File: src/rtl/flag_pkg.sv
// Shared condition-code encodings and flag vector type for the flag register file.
package flag_pkg;

  localparam int unsigned COND_W = 4;

  typedef logic [COND_W-1:0] cond_t;

  typedef struct packed {
    logic z;
    logic v;
    logic n;
  } flags_t;

  localparam cond_t EQUAL         = COND_W'(0);
  localparam cond_t NOT_EQUAL     = COND_W'(1);
  localparam cond_t LESS          = COND_W'(2);
  localparam cond_t GREATER       = COND_W'(3);
  localparam cond_t LESS_EQUAL    = COND_W'(4);
  localparam cond_t GREATER_EQUAL = COND_W'(5);
  localparam cond_t NEGATIVE      = COND_W'(6);
  localparam cond_t POSITIVE      = COND_W'(7);
  localparam cond_t OVERFLOW      = COND_W'(8);
  localparam cond_t NO_OVERFLOW   = COND_W'(9);
  localparam cond_t ALWAYS        = COND_W'(10);

endpackage

File: src/rtl/flag_rf_core_if.sv
// Flag capture / condition query bus between the ALU side and the flag register file.
interface flag_rf_core_if;
  import flag_pkg::*;

  cond_t cond;
  logic  z;
  logic  v;
  logic  n;
  logic  out;

  modport master (output cond, output z, output v, output n, input out);
  modport slave  (input cond, input z, input v, input n, output out);
endinterface

File: src/rtl/flag_cond_eval.sv
// Combinational evaluation of a condition code against the stored {Z,V,N} flags.
module flag_cond_eval
  import flag_pkg::*;
(
  input  cond_t  cond,
  input  flags_t flags,
  output logic   out
);

  logic lt;

  // Reserved or unknown codes fall into the default and never assert out.
  always_comb begin
    out = 1'b0;
    lt  = flags.n ^ flags.v;
    case (cond)
      EQUAL:         out = flags.z;
      NOT_EQUAL:     out = ~flags.z;
      LESS:          out = lt;
      GREATER:       out = ~flags.z & ~lt;
      LESS_EQUAL:    out = flags.z | lt;
      GREATER_EQUAL: out = ~lt;
      NEGATIVE:      out = flags.n;
      POSITIVE:      out = ~flags.n;
      OVERFLOW:      out = flags.v;
      NO_OVERFLOW:   out = ~flags.v;
      ALWAYS:        out = 1'b1;
      default:       out = 1'b0;
    endcase
  end

endmodule

File: src/rtl/flag_rf_core.sv
// Condition-flag register file: captures ALU {Z,V,N} and evaluates branch conditions.
// Optional write enable on the flag register via macro FLAG_RF_WE_EN.
module flag_rf_core
  import flag_pkg::*;
#(
  parameter logic [2:0] RESET_FLAGS = 3'b000
)(
  input  logic           clk,
  input  logic           rst_n,
`ifdef FLAG_RF_WE_EN
  input  logic           we,
`endif
  flag_rf_core_if.slave  bus
);

  flags_t flags_q;
  logic   cap_en;

`ifdef FLAG_RF_WE_EN
  assign cap_en = we;
`else
  assign cap_en = 1'b1;
`endif

  // Synchronous reset wins over capture; write enable only gates capture.
  always_ff @(posedge clk) begin
    if (!rst_n) begin
      flags_q <= flags_t'(RESET_FLAGS);
    end else if (cap_en) begin
      flags_q <= '{z: bus.z, v: bus.v, n: bus.n};
    end
  end

  flag_cond_eval u_eval (
    .cond  (bus.cond),
    .flags (flags_q),
    .out   (bus.out)
  );

endmodule

File: src/flat_wrapper.sv
// flat-port wrapper written by rule: the top's interface ports become plain ports
module flag_rf_core_flat import flag_pkg::*;
#(
  parameter logic [2:0] RESET_FLAGS = 3'b000
)
  (clk, rst_n, bus_cond, bus_z, bus_v, bus_n, bus_out);
  flag_rf_core_if bus_i ();
  input  logic clk;
  input  logic rst_n;
  input wire logic [$bits(bus_i.cond)-1:0] bus_cond;
  input wire logic [$bits(bus_i.z)-1:0] bus_z;
  input wire logic [$bits(bus_i.v)-1:0] bus_v;
  input wire logic [$bits(bus_i.n)-1:0] bus_n;
  output wire logic [$bits(bus_i.out)-1:0] bus_out;
  assign bus_i.cond = bus_cond;
  assign bus_i.z = bus_z;
  assign bus_i.v = bus_v;
  assign bus_i.n = bus_n;
  assign bus_out = bus_i.out;
  flag_rf_core #(.RESET_FLAGS(RESET_FLAGS)) u_core (.clk(clk), .rst_n(rst_n), .bus(bus_i));
endmodule
File: config.mk
export PLATFORM = sky130hd
export DESIGN_NAME = flag_rf_core_flat
export DESIGN_NICKNAME = d
export VERILOG_FILES = /design/src/rtl/flag_pkg.sv /design/src/rtl/flag_rf_core_if.sv /design/src/rtl/flag_cond_eval.sv /design/src/rtl/flag_rf_core.sv /design/src/flat_wrapper.sv
export SDC_FILE = /design/constraint.sdc
export NUM_CORES = 1
export LEC_CHECK = 0
export CAP_MARGIN = 20
export CORE_AREA = 2 2 39 41
export DETAILED_ROUTE_END_ITERATION = 10
export DIE_AREA = 0 0 41 43
export PLACE_DENSITY_LB_ADDON = 0.3
export SLEW_MARGIN = 20
export SYNTH_ARGS = -nofsm -noshare
export SYNTH_HDL_FRONTEND = slang
export SYNTH_SLANG_ARGS = --single-unit
File: constraint.sdc
create_clock -name clk -period 2 [get_ports clk]
set_clock_uncertainty 0.05 [all_clocks]
set_input_delay 0.4 -clock clk [delete_from_list [all_inputs] [get_ports clk]]
set_output_delay 0.4 -clock clk [all_outputs]
set_load 0.01 [all_outputs]
==> impl_metrics.yaml, run 1 <==
drt:
  wl_um: 644
  drt-initial-drc-count: 3
  ant_nets: 0
  via_per_inst: 4.31
  num_vias: 267
  post_drt_wl_per_cell_um: 10.4
  dr.pass1.iters: 4
  drc: 0
floorplanning:
  pin_count: 10
  num_rows: 14
  initial_core_util_pct: 16.7
  core_mm2: 0.00138
  fp.dieW_um: 41
  die_y_um: 43
  dieArea_mm2: 0.00176
cells_and_area:
  stdcell_area_um2: 442
  post-route-util_pct: 31.9
  diodes: 0
  top_regs: "u_core.flags_q x3"
  drive_gt1_share_pct: 58.7
  fin_cells: 62
  largest_register_ffs: 3
  fin_nets: 56
  largest_register: "u_core.flags_q"
  synthToLayoutAreaGrowth_pct: 90.8
worst_setup_path:
  cp-end-kind: "output pin"
  critPathKind: "in -> out"
  cp_slowest_cell: "clkdlybuf4s50_1"
  path_buf_inv: 2
  worst-endpoint-required_ns: 1.55
  crit_fanout: 4
  crit_chain: "clkdlybuf4s50_1 -> nor3b_2 -> o21ai_1 -> o311ai_2 -> buf_2"
  cp_top_family: "buffers and inverters"
  max_stage_delay_ns: 0.47
  cp-start-kind: "input port"
  crit_arrival_ns: 1.49
clock_network:
  clock_tree.root_cell: "clkbuf_4"
  cts_max_path_buffers: 2
  clk_pin_slew_worst_paths_ns: 0.04
  cts_buffers: 3
  cts_sinks: 3
  htree_levels: 1
  ctsHoldBuffers: 0
  cts_tree: "built"
timing:
  timing.fmax_mhz: 516
  slew_viol_final: 0
  slew-limit-headroom_pct: 83.5
  setup_violations: 0
  tns_ns: 0
  hold_ws_ns: 0.680
  rsz0062_at_grt: "true"
  hold_violations: 0
  post-route-min-period_ns: 1.94
  finalCritPeriodShare_pct: 96.9
  worst_pin_slew_ns: 0.246
synth:
  avgSynthCellArea_um2: 9.26
  synth_area_um2: 231
  yosysUniqueCellTypes: 17
  syn_nets: 34
  ys_ff_latch: 3
  yosysSeqAreaShare_pct: 25.9
  yosys_warnings: 0
  netlist_instances: 25
placement:
  numPortBuffers: 9
  dpl_cell_area_um2: 394
  place.gp.congestion: 0.635
  post-dp-hpwl_um: 448
  dp_cells: 57
global_routing:
  grt_max_degree: 7
  globalRoute.totalOverflow: 0
  grt_usage_pct: 8.12
  grt_pass1_vias: 252
  grt_pass1_wl_um: 972
  antenna_found_initial: 0
worst_hold_path:
  hold_class: "in -> reg"
run:
  max_cap_viol_count: 0
power_and_ir_drop:
  powerDensity_mw_per_mm2: 539
  leakage_nw: 0.188
  irDropWorstVdd_v: 0.000293
outcome:
  status: "complete, no violations"
-- through the flow --
| step | worst slack (ns) | total power, mW |
|---|---|---|
| final | 0.0619 | 0.238 |
| after global routing | -0.0230 | 0.254 |
| after CTS | 0.00132 | 0.242 |
| after detailed placement | -0.751 | 0.132 |
| after global placement | -0.722 | 0.132 |
| after floorplan | 0.393 | 0.0930 |
-- cells in the mapped netlist, drive strengths merged --
master | n | share of area [%]
and2 | 3 | 8.1
or3b | 1 | 3.8
o21ai | 2 | 4.3
inv | 4 | 6.5
nor3b | 2 | 6.5
a221oi | 1 | 6.5
nand3b | 1 | 3.2
a31o | 1 | 3.8
nor3 | 1 | 2.2
maj3 | 1 | 4.3
dfxtp | 3 | 26
a211oi | 1 | 3.2
xor2 | 1 | 3.8
nor4b | 1 | 3.8
o311ai | 1 | 7.0
o41ai | 1 | 7.0
-- cell families after synthesis --
| logic type | after synthesis | synth area share (%) |
|---|---|---|
| flip-flops | 3 | 25.9 |
| adder cells (fa/ha/maj) | 1 | 4.32 |
| XOR/XNOR | 1 | 3.78 |
| AO/OA/AOI/OAI | 7 | 31.9 |
| buffers and inverters | 4 | 6.49 |
| AND/OR/NAND/NOR | 9 | 27.6 |
-- worst paths after layout --
check	start	to	slack, ns	depth (start not counted)
setup / recovery	bus_cond[3]	bus_out	0.06	5
hold / removal	bus_z	u_core.flags_q[2]	0.68	2
-- layer usage --
| metal | vias up | wire (um) | track usage [%] |
|---|---|---|---|
| met5 | - | 0 | 0 |
| met4 | 0 | 0 | 4.00 |
| met3 | 0 | 54 | 3.14 |
| met2 | 10 | 337 | 11.6 |
| met1 | 121 | 251 | 10.3 |
| li1 | 136 | - | - |
-- power by group --
| part | switching, mW | leakage, nW | internal [mW] |
|---|---|---|---|
| Combinational | 0.0282 | 0.147 | 0.0398 |
| Clock | 0.0288 | 0.0150 | 0.0746 |
| Sequential | 0.00337 | 0.0256 | 0.0630 |
| Total | 0.0605 | 0.188 | 0.177 |
-- cells in the final DEF, fill, tap and decap left out --
cell type,n
buf_4,8
clkdlybuf4s50_1,5
and2_1,3
clkbuf_4,3
buf_2,3
inv_1,2
dfxtp_1,2
inv_2,1
a31o_2,1
inv_4,1
maj3_2,1
o41ai_4,1
a221oi_2,1
xor2_1,1
nor3b_1,1
a211oi_1,1
nor3_1,1
nor3b_2,1
nor4b_2,1
o21ai_1,1
or3b_2,1
o21ai_2,1
nand3b_1,1
o311ai_2,1
clkbuf_1,1
clkbuf_2,1
dfxtp_4,1
-- repair_timing --
item                                   4_1_cts  5_1_grt
buffers inserted                             0        1
setup endpoints to repair                    1        1
endpoints found under the hold margin        0        0
pin swaps                                    3        4
gates resized for setup                     18        7
-- area by class of cell --
| cell class | instances | area (um^2) |
|---|---|---|
| multi-input combinational | 18 | 184 |
| fill | 162 | 942 |
| inverter | 4 | 17.5 |
| tap | 16 | 20.0 |
| clock buffer | 4 | 26.3 |
| timing repair buffer | 17 | 130 |
| sequential | 3 | 63.8 |
Power figures use the tool's default switching activity.
==> run 2, diff against run 1 <==
==> constraint.sdc (replaced) <==
create_clock -name clk -period 2.4 [get_ports clk]
set_clock_uncertainty 0.05 [all_clocks]
set_input_delay 0.48 -clock clk [delete_from_list [all_inputs] [get_ports clk]]
set_output_delay 0.48 -clock clk [all_outputs]
set_load 0.01 [all_outputs]
==> impl_metrics.yaml, run 2 (synthesized netlist as in run 1, its figures left out) <==
timing:
  post-route-min-period_ns: 2.26
  slew_viol_final: 0
  finalCritPeriodShare_pct: 94.3
  hold_ws_ns: 0.760
  worst_pin_slew_ns: 0.269
  setup_violations: 0
  slew-limit-headroom_pct: 81.8
  timing.fmax_mhz: 442
  rsz0062_at_grt: "false"
  hold_violations: 0
cells_and_area:
  drive_gt1_share_pct: 37.2
  post-route-util_pct: 28.9
  seq_area_um2: 60.1
  multiInputGateArea_um2: 156
  synthToLayoutAreaGrowth_pct: 73.0
  fin_nets: 53
  diodes: 0
  fillers: 149
  top_regs: "u_core.flags_q x3"
  largest_register: "u_core.flags_q"
  final_cell_mix: "5 x clkdlybuf4s50_1, 5 x buf_4, 3 x and2_1, 3 x clkbuf_4, 3 x dfxtp_1"
  largest_register_ffs: 3
  fin_cells: 59
floorplanning:
  pin_count: 10
  num_rows: 14
  initial_core_util_pct: 16.7
  core_mm2: 0.00138
  die_y_um: 43
  fp.dieW_um: 41
  dieArea_mm2: 0.00176
global_routing:
  globalRoute.totalOverflow: 0
  grt_usage_pct: 7.52
  grt_pass1_vias: 220
  grt_pass1_wl_um: 828
  grt_max_degree: 9
  antenna_found_initial: 0
drt:
  post_drt_wl_per_cell_um: 8.64
  drc: 0
  ant_nets: 0
  dr.pass1.iters: 3
  num_vias: 252
  via_per_inst: 4.27
  drt-initial-drc-count: 7
  wl_um: 510
clock_network:
  cts_sinks: 3
  cts_max_path_buffers: 2
  clock_tree.root_cell: "clkbuf_4"
  clk_pin_slew_worst_paths_ns: 0.04
  cts_buffers: 3
  cts_tree: "built"
  htree_levels: 1
placement:
  dp_cells: 55
  post-dp-hpwl_um: 376
  numPortBuffers: 9
  place.gp.congestion: 0.619
power_and_ir_drop:
  irDropWorstVdd_v: 0.000170
  leakage_nw: 0.171
  powerDensity_mw_per_mm2: 476
  p_total_uw: 191
worst_setup_path:
  critPathKind: "in -> out"
  cp_top_family: "buffers and inverters"
  max_stage_delay_ns: 0.39
  worst-endpoint-required_ns: 1.87
  path_buf_inv: 2
  crit_chain: "dlygate4sd2_1 -> maj3_1 -> a221oi_2 -> o311ai_2 -> buf_2"
  cp-start-kind: "input port"
  crit_fanout: 8
  cp_slowest_cell: "maj3_1"
  crit_arrival_ns: 1.73
  cp-end-kind: "output pin"
worst_hold_path:
  hold_start: "bus_z"
  min_to: "u_core.flags_q[2]"
  worstHoldPathCells: 2
  hold_class: "in -> reg"
outcome:
  status: "complete, no violations"
run:
  max_cap_viol_count: 0
-- run 2: cell types whose count changed in the layout (fill, tap and decap cells not counted), sizes merged --
cell	previous run	this run
dlygate4sd2	0	2
clkbuf	5	4
dlymetal6s2s	0	1
buf	11	6
-- run 2: layout make-up --
cell class | instances | share of cell area (%)
Clock buffer | 4 | 6.56
Inverter | 4 | 3.75
Multi-Input combinational cell | 18 | 39.1
Sequential cell | 3 | 15.0
Tap cell | 16 | 5.00
Timing Repair Buffer | 14 | 30.6
-- run 2: how the worst max path moves through the flow --
| stage | startpoint | endpoint | slack, ns | cells past startpoint |
|---|---|---|---|---|
| final | bus_cond[2] | bus_out | 0.14 | 5 |
| after global routing | bus_cond[2] | bus_out | 0.03 | 5 |
| after CTS | bus_cond[0] | bus_out | 0.005 | 6 |
| after detailed placement | bus_cond[1] | bus_out | -0.48 | 6 |
| after global placement | bus_cond[1] | bus_out | -0.48 | 6 |
| after floorplan | bus_cond[1] | bus_out | 0.63 | 4 |
-- run 2: through the flow --
stage               setup TNS (ns)  area, um^2  setup slack, ns
CTS                              0         398          0.00482
finish                           0         400            0.137
floorplan                        0         231            0.633
global placement            -0.479         379           -0.479
detailed placement          -0.480         379           -0.480
global route                     0         400           0.0315
-- run 2: layer usage --
layer / track usage [%] / share of wire (%) / up-vias / wire length, um
met3: 3.14 / 9.2 / 2 / 47
met1: 9.90 / 47 / 107 / 242
li1: - / - / 131 / -
met2: 8.13 / 40 / 12 / 206
met4: 8.00 / 2.9 / 0 / 15
met5: 0 / 0 / - / 0
-- run 2: report_power, final --
| part | switching (mW) | internal (mW) |
|---|---|---|
| logic | 0.0181 | 0.0288 |
| clock network | 0.0255 | 0.0623 |
| registers | 0.00318 | 0.0529 |
-- run 2: timing repair --
item	4_1_cts	5_1_grt
pin swaps	0	1
gates resized for setup	6	2
endpoints found under the setup margin	1	1
buffers inserted	0	0
hold buffers	0	0
